--- src/rtl/rrs_decimate.sv ---
// Keeps 1 of D samples, rounds (half-up) and saturates to width_H+out_W bits, buffers in a depth-entry FIFO.
// Latency: kept sample strobed in cycle k is visible on data_o in cycle k+2 when the FIFO is empty.
// Backpressure: valid/ready on the output; no stall toward the filter, so a full FIFO drops and sets sticky ovf.
module rrs_decimate #(
    parameter int width_H = 5,
    parameter int width_W = 20,
    parameter int out_W   = 11,
    parameter int D       = 4,
    parameter int log_D   = 2,
    parameter int depth   = 4
) (
    input  logic                         clk,
    input  logic                         rst,
    input  logic                         data_i_en,
    input  logic [width_H+width_W-1:0]   data_i,
    input  logic                         data_o_rdy,
    output logic                         data_o_en,
    output logic [width_H+out_W-1:0]     data_o,
    output logic                         ovf
);

    localparam int IW = width_H + width_W;
    localparam int OW = width_H + out_W;
    localparam int S  = width_W - out_W;
    localparam int AW = (depth > 2) ? $clog2(depth) : 1;

    localparam logic [log_D-1:0] CNT_LAST = log_D'(D - 1);
    localparam logic [IW:0]      HALF     = (IW + 1)'(1) << (S - 1);
    localparam logic [AW:0]      FILL_MAX = (AW + 1)'(depth);

    logic [log_D-1:0] cnt_q, cnt_d;
    logic             rv_q, rv_d;
    logic [OW-1:0]    rq_q, rq_d;
    logic [OW-1:0]    mem_q [depth];
    logic [OW-1:0]    mem_d [depth];
    logic [AW-1:0]    rd_q, rd_d, wr_q, wr_d;
    logic [AW:0]      fill_q, fill_d;
    logic             ovf_q, ovf_d;

    logic             keep, push, pop, drop, full, empty;
    logic [IW:0]      sum;
    logic [OW:0]      rnd;
    logic [OW-1:0]    sat;

    // Phase counter and requantizer: one extra sign bit absorbs the rounding carry, then clamp.
    always_comb begin
        keep  = data_i_en && (cnt_q == '0);
        cnt_d = cnt_q;
        if (data_i_en) begin
            cnt_d = (cnt_q == CNT_LAST) ? '0 : cnt_q + log_D'(1);
        end
        sum = {data_i[IW-1], data_i} + HALF;
        rnd = sum[IW:S];
        if (rnd[OW] != rnd[OW-1]) begin
            sat = rnd[OW] ? {1'b1, {(OW-1){1'b0}}} : {1'b0, {(OW-1){1'b1}}};
        end else begin
            sat = rnd[OW-1:0];
        end
        rv_d = keep;
        rq_d = keep ? sat : rq_q;
    end

    // FIFO bookkeeping: a full FIFO still accepts a push when the head is popped the same edge.
    always_comb begin
        empty  = (fill_q == '0);
        full   = (fill_q == FILL_MAX);
        pop    = !empty && data_o_rdy;
        push   = rv_q && (!full || pop);
        drop   = rv_q && full && !pop;
        mem_d  = mem_q;
        wr_d   = wr_q;
        rd_d   = rd_q;
        fill_d = fill_q;
        if (push) begin
            mem_d[wr_q] = rq_q;
            wr_d        = wr_q + AW'(1);
        end
        if (pop) begin
            rd_d = rd_q + AW'(1);
        end
        if (push && !pop) begin
            fill_d = fill_q + (AW + 1)'(1);
        end else if (pop && !push) begin
            fill_d = fill_q - (AW + 1)'(1);
        end
        ovf_d = ovf_q | drop;
    end

    // Control state with synchronous reset; storage array needs no reset since empty masks it.
    always_ff @(posedge clk) begin
        if (rst) begin
            cnt_q  <= '0;
            rv_q   <= 1'b0;
            rq_q   <= '0;
            rd_q   <= '0;
            wr_q   <= '0;
            fill_q <= '0;
            ovf_q  <= 1'b0;
        end else begin
            cnt_q  <= cnt_d;
            rv_q   <= rv_d;
            rq_q   <= rq_d;
            rd_q   <= rd_d;
            wr_q   <= wr_d;
            fill_q <= fill_d;
            ovf_q  <= ovf_d;
        end
    end

    // FIFO storage array.
    always_ff @(posedge clk) begin
        mem_q <= mem_d;
    end

    assign data_o_en = !empty;
    assign data_o    = empty ? '0 : mem_q[rd_q];
    assign ovf       = ovf_q;

endmodule

--- config.mk ---
export PLATFORM = sky130hd
export DESIGN_NAME = rrs_decimate
export DESIGN_NICKNAME = d
export VERILOG_FILES = /design/src/rtl/rrs_decimate.sv
export SDC_FILE = /design/constraint.sdc
export NUM_CORES = 1
export LEC_CHECK = 0
export CAP_MARGIN = 10
export CORE_MARGIN = 2
export CORE_UTILIZATION = 55
export DETAILED_ROUTE_END_ITERATION = 8
export MAX_ROUTING_LAYER = met4
export PLACE_DENSITY = 0.84
export SKIP_LAST_GASP = 1
export SLEW_MARGIN = 5
export SYNTH_ARGS = -nofsm -noshare
export SYNTH_HDL_FRONTEND = slang
export SYNTH_SLANG_ARGS = --single-unit
--- constraint.sdc ---
create_clock -name clk -period 2.4 [get_ports clk]
set_input_delay 0.48 -clock clk [delete_from_list [all_inputs] [get_ports clk]]
set_output_delay 0.48 -clock clk [all_outputs]
set_load 0.01 [all_outputs]
Yosys cells after proc, flatten, opt, wreduce, memory -nomap -nowiden --
Cells that the tools add are included.
Storage, ports and cells: output and inout port bits 18, input bits 29, register bits after elaboration 91, logic and storage cells 54
Operators by class: reduce and logical (&&, ||, !) cells 16, bitwise gates (word level) 3, multiplexer cells 12, order comparisons 3, add/subtract/negate cells 6, eq/ne operators 3
Operator list (number):
- $mux 16 | 6
- $bwmux 64 | 1
- $bmux 16 s2 | 1
- $demux 16 s2 | 1
- $add 25x10->26 const B | 1
- $logic_and 1x1->1 | 8
- $add 2x1->2 const B | 3
- $ge 3x3->1 const B | 2
- $mux 3 | 2
- $not 2->3 | 2
- $logic_not 1->1 | 4
- $add 3x1->3 const B | 1
- $eq 3x3->1 const B | 1
- $logic_not 3->1 | 1
- $lt 3x1->1 const B | 1
- $sub 3x1->3 const B | 1
- $eq 2x2->1 const B | 1
- $logic_not 2->1 | 1
- $mux 2 | 1
- $reduce_bool 2->1 | 1
- $logic_or 1x1->1 | 1
- $ne 1x1->1 | 1
- $or 1x1->1 | 1

Longest topological paths before layout --
depth after elaboration 9, mapped depth 9, depth with buffers taken out 8

Worst setup path after synthesis --
OpenSTA, ideal clock, no wires.
path kind reg-to-reg, start point register fill_q[0], end point register fill_q[2], data arrival time 2.108 ns, period minus slack after synthesis 2.180 ns, library setup time 0.073 ns, path slack 0.220 ns, cell stages (with the launch flop) 10, data required time 2.327 ns, buffers on the path 1, cell sequence dfxtp_1 -> or3_1 -> clkbuf_1 -> nand2_1 -> ha_1 -> inv_1 -> fa_1 -> xor2_1 -> or3_1 -> a21oi_1
On the way: cells in the longest elaborated chain, start to end 8, elaborated cells between the ends (all ways) 16, those cells by class 2 x add/sub; 1 x eq/ne; 2 x mux; 11 x reduce/logical
RTL lines:
- from (decl) | line 37 | logic [AW:0] fill_q, fill_d;
- from (signal assigned) | line 105 | fill_q <= fill_d;
- parallel branches: the longest is 8 deep, another holds $sub 3x1->3
Several ways; the timed one is not identified. The select of a mux whose other input is x is not followed. A chain may end at the register's enable or synchronous reset.

Worst setup path in the final report --
start point register rd_q[0], end point output port data_o[12]
On the way: cells in the longest elaborated chain, start to end 5
RTL lines:
- from (decl) | line 36 | logic [AW-1:0] rd_q, rd_d, wr_q, wr_d;
- from (signal assigned) | line 103 | rd_q <= rd_d;
- $not 2->3 (implied by the code) | line 116 | assign data_o = empty ? '0 : mem_q[rd_q];
- $bmux 16 s2 | line 116
- $mux 16 (implied by the code) (2 in a row) | line 116
- $mux 16 | line 116
- to (decl) | line 18 | output logic [width_H+out_W-1:0] data_o,
Every way passes these cells. The select of a mux whose other input is x is not followed.

==> impl_metrics.env <==
export IMPL_worstMarginPinSlew_ns=0.818
export IMPL_syn2layout_area_growth_pct=21.8
export IMPL_leakage_nw=1.80
export IMPL_netlist_instances=277
export IMPL_cts_tree="yes"
export IMPL_critical_path_startpoint_type="register"
export IMPL_irDropWorstVdd_v=0.000352
export IMPL_hold_class="reg -> reg"
export IMPL_arrival_ns=1.82
export IMPL_async_flop_share_pct=0
export IMPL_slowest_delay_ns=0.52
export IMPL_vias=2344
export IMPL_synth_cell_type_count=48
export IMPL_critical_path_required_ns=1.92
export IMPL_hold_path_startpoint="ovf$_SDFF_PP0_"
export IMPL_crit_path_end_kind="primary output"
export IMPL_portBuffers=38
export IMPL_htreeDepth=3
export IMPL_grt_pass1_wl_um=10700
export IMPL_avgSynthCellArea_um2=14.5
export IMPL_first_pass_iters=4
export IMPL_ys_flop_type="edfxtp_1"
export IMPL_status="completed"
export IMPL_p_total_w=0.00406
export IMPL_fp_dieH_um=89.4
export IMPL_fin_crit_sh_pct=96.0
export IMPL_skew_ns=0.00870
export IMPL_seq_area_frac_synth_pct=61.4
export IMPL_syn_area_um2=4010
export IMPL_ys_ff_latch=91
export IMPL_path_cells="buf_6 > mux4_2 > and2_1 > dlygate4sd2_1"
export IMPL_cts_buffers=9
export IMPL_syn_num_nets=315
export IMPL_io_pins=47
export IMPL_grt_pass1_vias=2271
export IMPL_timing_rr_start="fill_q[0]$_SDFFE_PP0P_"
export IMPL_ys_warn_count=0
export IMPL_slew_headroom_pct=45.5
export IMPL_wire_per_inst_um=14.7
export IMPL_rsz0062_at_grt="false"
export IMPL_initial_utilization_pct=55.9
export IMPL_r2r_setup_slack_ns=0.24
export IMPL_die_w_um=89.4
export IMPL_root_buffer="clkbuf_8"
export IMPL_path_class="reg -> out"
export IMPL_p_per_area_nw_per_um2=830
export IMPL_via_per_inst=5.20
export IMPL_hold_buffers=0
export IMPL_grt_max_degree=19
export IMPL_critPathLaunch="rd_q[0]$_SDFFE_PP0P_"
export IMPL_fmax_mhz=434
export IMPL_die_area_um2=8000
export IMPL_final_antenna_net_count=0
export IMPL_num_rows=31
export IMPL_fillers=504
export IMPL_maxCapViolCount=0
export IMPL_drt_iter0_markers=150
export IMPL_hpwl_um=4690
export IMPL_antenna_found_initial=0
export IMPL_cp_max_fo=5
export IMPL_drv_slew=0
export IMPL_grt_usage_pct=18.9
export IMPL_cts_num_sinks=91
export IMPL_path_clk_slew_ns=0.08
export IMPL_post_route_util_pct=68.1
export IMPL_synth_edf_count=64
export IMPL_diodes=0
export IMPL_clock_path_buffers=2
export IMPL_fin_crit_ns=2.30
export IMPL_drc=0
export IMPL_drive_gt1_share_pct=25.0
export IMPL_slowest_stage="mux4_2"
export IMPL_routed_wl_um=6650
export IMPL_hold_viol_final=0
export IMPL_setup_viol=0
export IMPL_gp_congestion=0.874
export IMPL_core_um2=7180
export IMPL_insertion_delay_ns=0.34
export IMPL_nNetsFinal=385
export IMPL_grt_overflow=0
==> registers in the layout, indices dropped and copies added (netlist names) <==
| signal | cells |
|---|---|
| cnt_q | 2 |
| fill_q | 3 |
| mem_q | 64 |
| ovf | 1 |
| rd_q | 2 |
| rq_q | 16 |
| rv_q | 1 |
| wr_q | 2 |
==> what timing repair did <==
item	4_1_cts	5_1_grt
buffers inserted	1	0
setup endpoints to repair	16	0
resized for setup	22	0
==> cell families (layout without fill, tap and decap cells) <==
logic type,count (synthesis),in the layout,share of synthesized area (%)
adders and majority gates,9,9,2.99
muxes,20,20,9.98
DFF,91,91,61.4
xor gates and xnor gates,14,14,3.06
and+or+nand+nor,90,90,12.6
buffers and inverters,23,98,3.12
AOI/OAI and AO/OA,30,30,6.92
==> path summary, 6_finish.rpt <==
check / depth (start not counted) / to
setup reg to reg: 8 / fill_q[2]$_SDFFE_PP0P_
setup / recovery: 4 / data_o[12]
hold reg to reg: 2 / ovf$_SDFF_PP0_
hold / removal: 2 / ovf$_SDFF_PP0_
==> routing by layer <==
layer	up-vias	part of all wire, %	GRT usage [%]
met5	-	0	-
met4	0	1.1	5.29
met3	6	4.5	3.88
met2	60	52	30.6
met1	1115	43	24.5
li1	1163	-	-
==> report_power, final <==
group | switching (W) | internal [W]
Combinational | 0.000487 | 0.000626
Sequential | 0.0000830 | 0.00179
Clock | 0.000484 | 0.000580
==> worst max-delay path: cells and delay by family (launching register included) <==
| kind | cells | cell delay, ns |
|---|---|---|
| buf+inv | 2 | 0.41 |
| flops | 1 | 0.38 |
| mux | 1 | 0.52 |
| simple gates | 1 | 0.17 |
==> final cells by class <==
class                   count  area, um2  share of cell area [%]
clock buffers              10        128                    2.61
clock inverters             6       81.3                    1.66
inverters                  10       37.5                   0.768
multi-input cells         163       1430                    29.2
flip-flops and latches     91       2470                    50.4
well taps                  99        124                    2.53
repair buffers             72        627                    12.8
==> per-stage QoR <==
stage	TNS [ns]	setup WS (ns)	hold slack (ns)	std cells	area, um2
final	0	0.0956	0.473	451	4890
after global routing	0	0.0111	0.512	451	4890
after CTS	0	0.0729	0.479	451	4890
after detailed placement	-2.12	-0.173	0.459	433	4670
after global placement	-1.37	-0.120	0.450	433	4670
after floorplan	0	0.220	0.449	277	4010
==> cell usage after synthesis (2+ instances only) <==
| master | count | area share, % |
|---|---|---|
| edfxtp_1 | 64 | 48 |
| nor2_1 | 32 | 3.0 |
| dfxtp_1 | 27 | 13 |
| and2_1 | 21 | 3.3 |
| mux4_2 | 16 | 9.0 |
| a211oi_2 | 11 | 3.4 |
| inv_1 | 10 | 0.94 |
| nand2_1 | 9 | 0.84 |
| xnor2_1 | 9 | 2.0 |
| ha_1 | 8 | 2.5 |
| nand3_1 | 6 | 0.75 |
| xor2_1 | 5 | 1.1 |
| a211oi_1 | 4 | 0.75 |
| clkbuf_1 | 4 | 0.37 |
| mux2i_1 | 4 | 1.0 |
| a21oi_1 | 3 | 0.37 |
| buf_6 | 3 | 0.84 |
| or3_1 | 3 | 0.47 |
| a21o_1 | 2 | 0.37 |
| a31o_2 | 2 | 0.44 |
| buf_1 | 2 | 0.19 |
| buf_2 | 2 | 0.25 |
| nand4_1 | 2 | 0.31 |
| nand4_2 | 2 | 0.62 |
| nor3_1 | 2 | 0.25 |
| nor3_4 | 2 | 0.81 |
==> cell usage in the layout, fill, tap and decap left out, types with 2 or more instances in the layout <==
master,instances
and2_1,21
bufinv_16,2
a211oi_1,4
nor3_1,2
clkdlybuf4s50_1,22
xnor2_1,9
a21oi_1,3
nand4_1,2
mux2i_1,4
edfxtp_1,64
clkinv_1,2
nand3_1,6
dfxtp_1,26
mux4_2,16
buf_4,32
nand4_2,2
a31o_2,2
nand2_1,9
a21o_1,2
or3_1,3
nor2_1,32
xor2_1,5
clkbuf_8,9
ha_1,8
dlygate4sd2_1,16
inv_1,10
a211oi_2,11
nor3_4,2
No activity file was read; power rests on OpenSTA's default activity.
